### config.mk
export PLATFORM = sky130hd
export DESIGN_NAME = fcmp_arbiter
export DESIGN_NICKNAME = d
export VERILOG_FILES = /design/src/rtl/fcmp_pkg.sv /design/src/rtl/flt.sv /design/src/rtl/fcmp_arbiter.sv
export SDC_FILE = /design/constraint.sdc
export NUM_CORES = 1
export LEC_CHECK = 0
export CORE_MARGIN = 4
export CORE_UTILIZATION = 43
export CTS_BUF_LIST = sky130_fd_sc_hd__clkbuf_8
export DETAILED_ROUTE_END_ITERATION = 8
export GPL_TIMING_DRIVEN = 0
export PLACE_DENSITY = 0.88
export SLEW_MARGIN = 20
export SYNTH_ARGS = -nofsm -noshare
export SYNTH_HDL_FRONTEND = slang
export SYNTH_HIERARCHICAL = 1
export SYNTH_SLANG_ARGS = --single-unit
### constraint.sdc
create_clock -name clk -period 3.03 [get_ports clk]
set_input_delay 0.4545 -clock clk [delete_from_list [all_inputs] [get_ports clk]]
set_output_delay 0.4545 -clock clk [all_outputs]
set_load 0.05 [all_outputs]
### src/rtl/fcmp_pkg.sv
// Shared types and helpers for the round-robin float compare arbiter.
// Used by fcmp_arbiter and flt.
package fcmp_pkg;

    localparam int FLT_W = 32;
    localparam logic [7:0] EXP_MAX = 8'hFF;

    typedef struct packed {
        logic [FLT_W-1:0] x1;
        logic [FLT_W-1:0] x2;
    } fcmp_req_t;

    function automatic logic is_nan(input logic [FLT_W-1:0] v);
        return (v[30:23] == EXP_MAX) && (v[22:0] != '0);
    endfunction

endpackage

### src/rtl/flt.sv
// Combinational single-precision less-than: y = (a < b) with IEEE-754 ordering.
// NaN operands give 0 and the two zeros compare equal.
module flt
    import fcmp_pkg::*;
(
    input  logic [FLT_W-1:0] a,
    input  logic [FLT_W-1:0] b,
    output logic             y
);

    logic any_nan;
    logic both_zero;
    logic mag_lt;
    logic mag_gt;

    assign any_nan   = is_nan(a) || is_nan(b);
    assign both_zero = (a[30:0] == '0) && (b[30:0] == '0);
    // Sign-magnitude encoding orders like an unsigned integer within one sign,
    // which also covers denormals and infinities.
    assign mag_lt    = a[30:0] < b[30:0];
    assign mag_gt    = a[30:0] > b[30:0];

    always_comb begin
        y = 1'b0;
        if (!any_nan && !both_zero) begin
            if (a[31] != b[31]) begin
                y = a[31];
            end else if (a[31]) begin
                y = mag_gt;
            end else begin
                y = mag_lt;
            end
        end
    end

endmodule

### src/rtl/fcmp_arbiter.sv
// Round-robin arbiter sharing one flt comparator among NREQ requesters, two-stage pipeline.
// Optional NaN flag output enabled by defining FCMP_ARB_NAN_EXC_EN.
module fcmp_arbiter
    import fcmp_pkg::*;
#(
    parameter int NREQ = 4,
    parameter int IDW  = $clog2(NREQ)
) (
    input  logic                  clk,
    input  logic                  rst,
    input  logic [NREQ-1:0]       req_valid,
    output logic [NREQ-1:0]       req_ready,
    input  logic [NREQ*FLT_W-1:0] req_x1,
    input  logic [NREQ*FLT_W-1:0] req_x2,
    output logic                  resp_valid,
    input  logic                  resp_ready,
    output logic [IDW-1:0]        resp_id,
`ifdef FCMP_ARB_NAN_EXC_EN
    output logic                  resp_exception,
`endif
    output logic                  resp_y
);

    localparam logic [IDW+1:0] NREQ_W = (IDW+2)'(NREQ);

    logic [IDW-1:0]   last_grant_reg;
    logic             s1_valid_reg;
    fcmp_req_t        s1_req_reg;
    logic [IDW-1:0]   s1_id_reg;
    logic             resp_valid_reg;
    logic [IDW-1:0]   resp_id_reg;
    logic             resp_y_reg;

    logic             s2_adv;
    logic             s1_adv;
    logic             accept;
    logic             s1_y;

    fcmp_req_t        req_arr [NREQ];
    logic [2*NREQ-1:0] dbl_shift;
    logic [NREQ-1:0]  rot_valid;
    logic [IDW:0]     rot_sh;
    logic [IDW+1:0]   grant_off;
    logic [IDW+1:0]   grant_sum;
    logic             grant_found;
    logic [IDW-1:0]   grant_id;

    assign s2_adv = !resp_valid_reg || resp_ready;
    assign s1_adv = !s1_valid_reg || s2_adv;

    generate
        for (genvar gi = 0; gi < NREQ; gi++) begin : g_req
            assign req_arr[gi].x1 = req_x1[FLT_W*gi +: FLT_W];
            assign req_arr[gi].x2 = req_x2[FLT_W*gi +: FLT_W];
            assign req_ready[gi]  = accept && (grant_id == IDW'(gi));
        end
    endgenerate

    // Rotate so the requester after last_grant sits at bit 0, pick the lowest
    // set bit, then map the offset back to an absolute requester index.
    always_comb begin
        rot_sh      = {1'b0, last_grant_reg} + (IDW+1)'(1);
        dbl_shift   = {req_valid, req_valid} >> rot_sh;
        rot_valid   = NREQ'(dbl_shift);
        grant_off   = '0;
        grant_found = 1'b0;
        for (int i = NREQ - 1; i >= 0; i--) begin
            if (rot_valid[i]) begin
                grant_off   = (IDW+2)'(i);
                grant_found = 1'b1;
            end
        end
        grant_sum = {1'b0, rot_sh} + grant_off;
        if (grant_sum >= NREQ_W) begin
            grant_sum = grant_sum - NREQ_W;
        end
        grant_id = IDW'(grant_sum);
    end

    assign accept = grant_found && s1_adv && !rst;

    always_ff @(posedge clk) begin
        if (rst) begin
            last_grant_reg <= IDW'(NREQ - 1);
            s1_valid_reg   <= 1'b0;
            s1_req_reg     <= '0;
            s1_id_reg      <= '0;
        end else if (accept) begin
            last_grant_reg <= grant_id;
            s1_valid_reg   <= 1'b1;
            s1_req_reg     <= req_arr[grant_id];
            s1_id_reg      <= grant_id;
        end else if (s1_adv) begin
            s1_valid_reg   <= 1'b0;
        end
    end

    flt u_flt (
        .a (s1_req_reg.x1),
        .b (s1_req_reg.x2),
        .y (s1_y)
    );

    always_ff @(posedge clk) begin
        if (rst) begin
            resp_valid_reg <= 1'b0;
            resp_id_reg    <= '0;
            resp_y_reg     <= 1'b0;
        end else if (s2_adv) begin
            resp_valid_reg <= s1_valid_reg;
            resp_id_reg    <= s1_id_reg;
            resp_y_reg     <= s1_y;
        end
    end

`ifdef FCMP_ARB_NAN_EXC_EN
    logic s1_nan;
    logic resp_exc_reg;

    assign s1_nan = is_nan(s1_req_reg.x1) || is_nan(s1_req_reg.x2);

    always_ff @(posedge clk) begin
        if (rst) begin
            resp_exc_reg <= 1'b0;
        end else if (s2_adv) begin
            resp_exc_reg <= s1_nan;
        end
    end

    assign resp_exception = resp_exc_reg;
`endif

    assign resp_valid = resp_valid_reg;
    assign resp_id    = resp_id_reg;
    assign resp_y     = resp_y_reg;

endmodule

==> run metrics <==
status=complete, but fails checks; violated checks=setup timing; crit-path leading delay family=compound AO/OA/AOI/OAI gates; final hold vios=0; power share of the clock group=0.115; maxcap violations=0; Ant. Diodes=0; register area share after synthesis=0.248; drt first pass iters=5; top cell type by total area after synthesis=dfxtp_1; clk_lat worst skew=350 ps; post-DP HPWL=17.7 mm; Area contributors post-synth=dfxtp_1 (25%), mux2_2 (25%), o21ai_0 (7.3%); I/O pins=271; Tcrit/Tclk final=1.03; Fillers=1043; Port Buffers=268; cell area power density=797 nW/µm²; DIE AREA=15600 µm²; Required @ worst endpoint=2580 ps; Max stage delay on crit path=380 ps; Post-route DRC=0; Final Max Tran Viols=0; Post-Syn Instances=730; hold wc startpoint=resp_id[1]; Async S/R FF share, synth=0; crit-path max FO=3; r2r startpoint=last_grant_reg[0]; YS warnings=6; initial antenna violation count=0; core area=13300 µm²; Post-Syn Area=5880 µm²; Design Power=7.36 mW; Final min period=3110 ps; Post-Syn Area per Cell=8.06 µm²; setup TNS=-161 ps; Yosys reg bits=73; Cell Chain, Critical Path=nor2_2 > a221oi_2 > a31oi_1 > a211oi_2 > ha_2 > xnor2_4 > nand2_2 > nor3_4 > buf_6 > nor2_4 > nor2_2 > buf_6; hold_buf cts=0; WHS Path Cells=2; Worst-path clk slew=80 ps; critical path's slowest cell=dfxtp_4; most frequent cells after synthesis=mux2_2 (128), nand2_1 (87), o21ai_0 (86), dfxtp_1 (73), a31oi_1 (65); LEAKAGE=3.36 nW; worst path buffer plus inverter count=2; vias in the first global route=6975; synth unique cells=47; Syn Nets=1026; setup violators final=2; Combinational Power Share=0.652; vias per cell=5.75; DRT Wirelength=22.1 mm; FF-to-FF setup slack=120 ps; Sequential Power Share=0.234; Reg-to-Reg End=s1_req_reg[8]; slew margin rel.=0.570; Crit. End Element=primary output; Chip Width=125 µm; Nets=1315; Crit Path Category=register to primary output; wire length per cell=18.4 µm; Max Clk Rate=0.321 GHz; Area Growth Syn to Fin=56.9%; CTS max path bufs=2; Worst setup SP type=register; Cell Int Power=4.25 mW; DRT antenna net count=0; unrepaired setup endpoints after global routing=yes; CTS tree=built; largest net degree at the start of global routing=19; max reg flops=64; layout cell share with drive strength beyond 1=0.215; area share of the largest cell type after synthesis=0.248; gr usage total=0.270; R2R depth=14; Net Sw Frac=0.423; Worst Hold Class=register to register; Synth Flop Type=dfxtp_1; Final WS setup=-84.0 ps; sink of the worst hold path=resp_id[1]; Worst-Margin Slew=645 ps; H-tree Lvls=3; count leader, synth=mux2_2; Starting Density=0.442; grt ovf=0; num rows=42; number of flops mapped to enable cells by yosys=0; clock skew=9.91 ps; clock root cell=clkbuf_8; Placer Congestion=0.970; worst path arrival time=2660 ps; first-pass GRT wire length=34.7 mm; maximum vdd drop=0.325 mV; CTS buffer count=9; DIE HEIGHT=125 µm; Starting DRT DRC Count=476; Net Switching=3.11 mW; CTS Sinks=73; vias=6896
[layout by cell type (no fill, tap or decap), types with 5 or more instances in the layout]
cell             count
clkdlybuf4s50_1    262
nand4_1             12
clkbuf_2             6
o21ai_0             86
inv_1               33
ha_1                32
buf_6               12
o21ai_1             48
buf_4               19
nand2_1             86
clkbuf_8            11
nor2_1              18
dfxtp_1             71
nor4_1              14
a21oi_1             14
mux2_2             128
nor2_2               5
a31oi_1             65
buf_2               11
clkbuf_1            27
[worst max path at each step]
| stage | cells after the start | from | endpoint |
|---|---|---|---|
| 5_1_grt | 12 | last_grant_reg[0] | req_ready[2] |
| 3_5_place_dp | 11 | req_valid[2] | req_ready[2] |
| 6_report | 12 | last_grant_reg[0] | req_ready[2] |
| 2_1_floorplan | 12 | req_valid[1] | req_ready[0] |
| 4_1_cts | 13 | last_grant_reg[0] | req_ready[0] |
| 3_3_place_gp | 11 | req_valid[2] | req_ready[2] |
[worst register-to-register path, cell delays in order (launching register included)]
cell and delay (ps):
dfxtp_4 380, nor2_2 50, a221oi_2 250, a31oi_1 70
a211oi_2 270, ha_2 280, xnor2_4 100, buf_4 150
nor4_4 190, buf_6 150, buf_4 100, buf_4 240
clkbuf_2 280, o21ai_0 130, a31oi_1 170
[per-stage QoR]
step,instance area (µm²),setup slack (ps),util,hold slack [ps],instances
2_1_floorplan,5890,-106,-,423,730
3_3_place_gp,8790,-1770,0.661,440,1174
3_5_place_dp,8790,-1780,0.661,439,1174
4_1_cts,9170,-24.4,0.690,468,1199
5_1_grt,9230,-206,0.694,503,1200
6_report,9230,-84.0,0.694,474,1200
[cells by family (layout without fill, tap and decap cells)]
| group | after synthesis | in the layout | share of synthesized area |
|---|---|---|---|
| xor gates and xnor gates | 1 | 1 | 0.00149 |
| adders and majority gates | 33 | 33 | 0.0702 |
| muxes | 129 | 129 | 0.247 |
| DFF | 73 | 73 | 0.248 |
| and+or+nand+nor | 166 | 166 | 0.133 |
| buffers and inverters | 94 | 388 | 0.0736 |
| AOI/OAI and AO/OA | 234 | 234 | 0.227 |
[routing by layer]
| layer | up-vias | GRT usage | wire length, µm |
|---|---|---|---|
| met5 | - | 0 | 0 |
| met4 | 0 | 0.0938 | 595 |
| met3 | 56 | 0.0627 | 1890 |
| met2 | 360 | 0.483 | 11200 |
| met1 | 3210 | 0.317 | 8440 |
| li1 | 3270 | - | - |
[final cells by class]
cell class,instances,area [µm²],area share
timing repair buffer,281,2780,0.301
clock buffer,10,138,0.0149
inverter,33,126,0.0137
sequential,73,1470,0.159
tap,176,220,0.0239
multi-input combinational,563,4090,0.443
clock inverter,6,82.6,0.00895
buffer,58,330,0.0358
[what timing repair did]
item                                    in CTS  in global routing
pin swaps                                    7                 10
endpoints found under the setup margin      71                 57
endpoints found under the hold margin        0                  0
resized for setup                           56                 20
setup buffers                               10                  3
[power groups by stage]
stage	combinational, mW	clock (mW)	sequential (mW)
after floorplan	3.28	0	1.57
after global placement	4.45	0	1.68
after detailed placement	4.52	0	1.69
after CTS	4.71	0.846	1.67
after global routing	5.24	0.891	1.75
final	4.80	0.845	1.72
No activity file was read; power rests on OpenSTA's default activity.
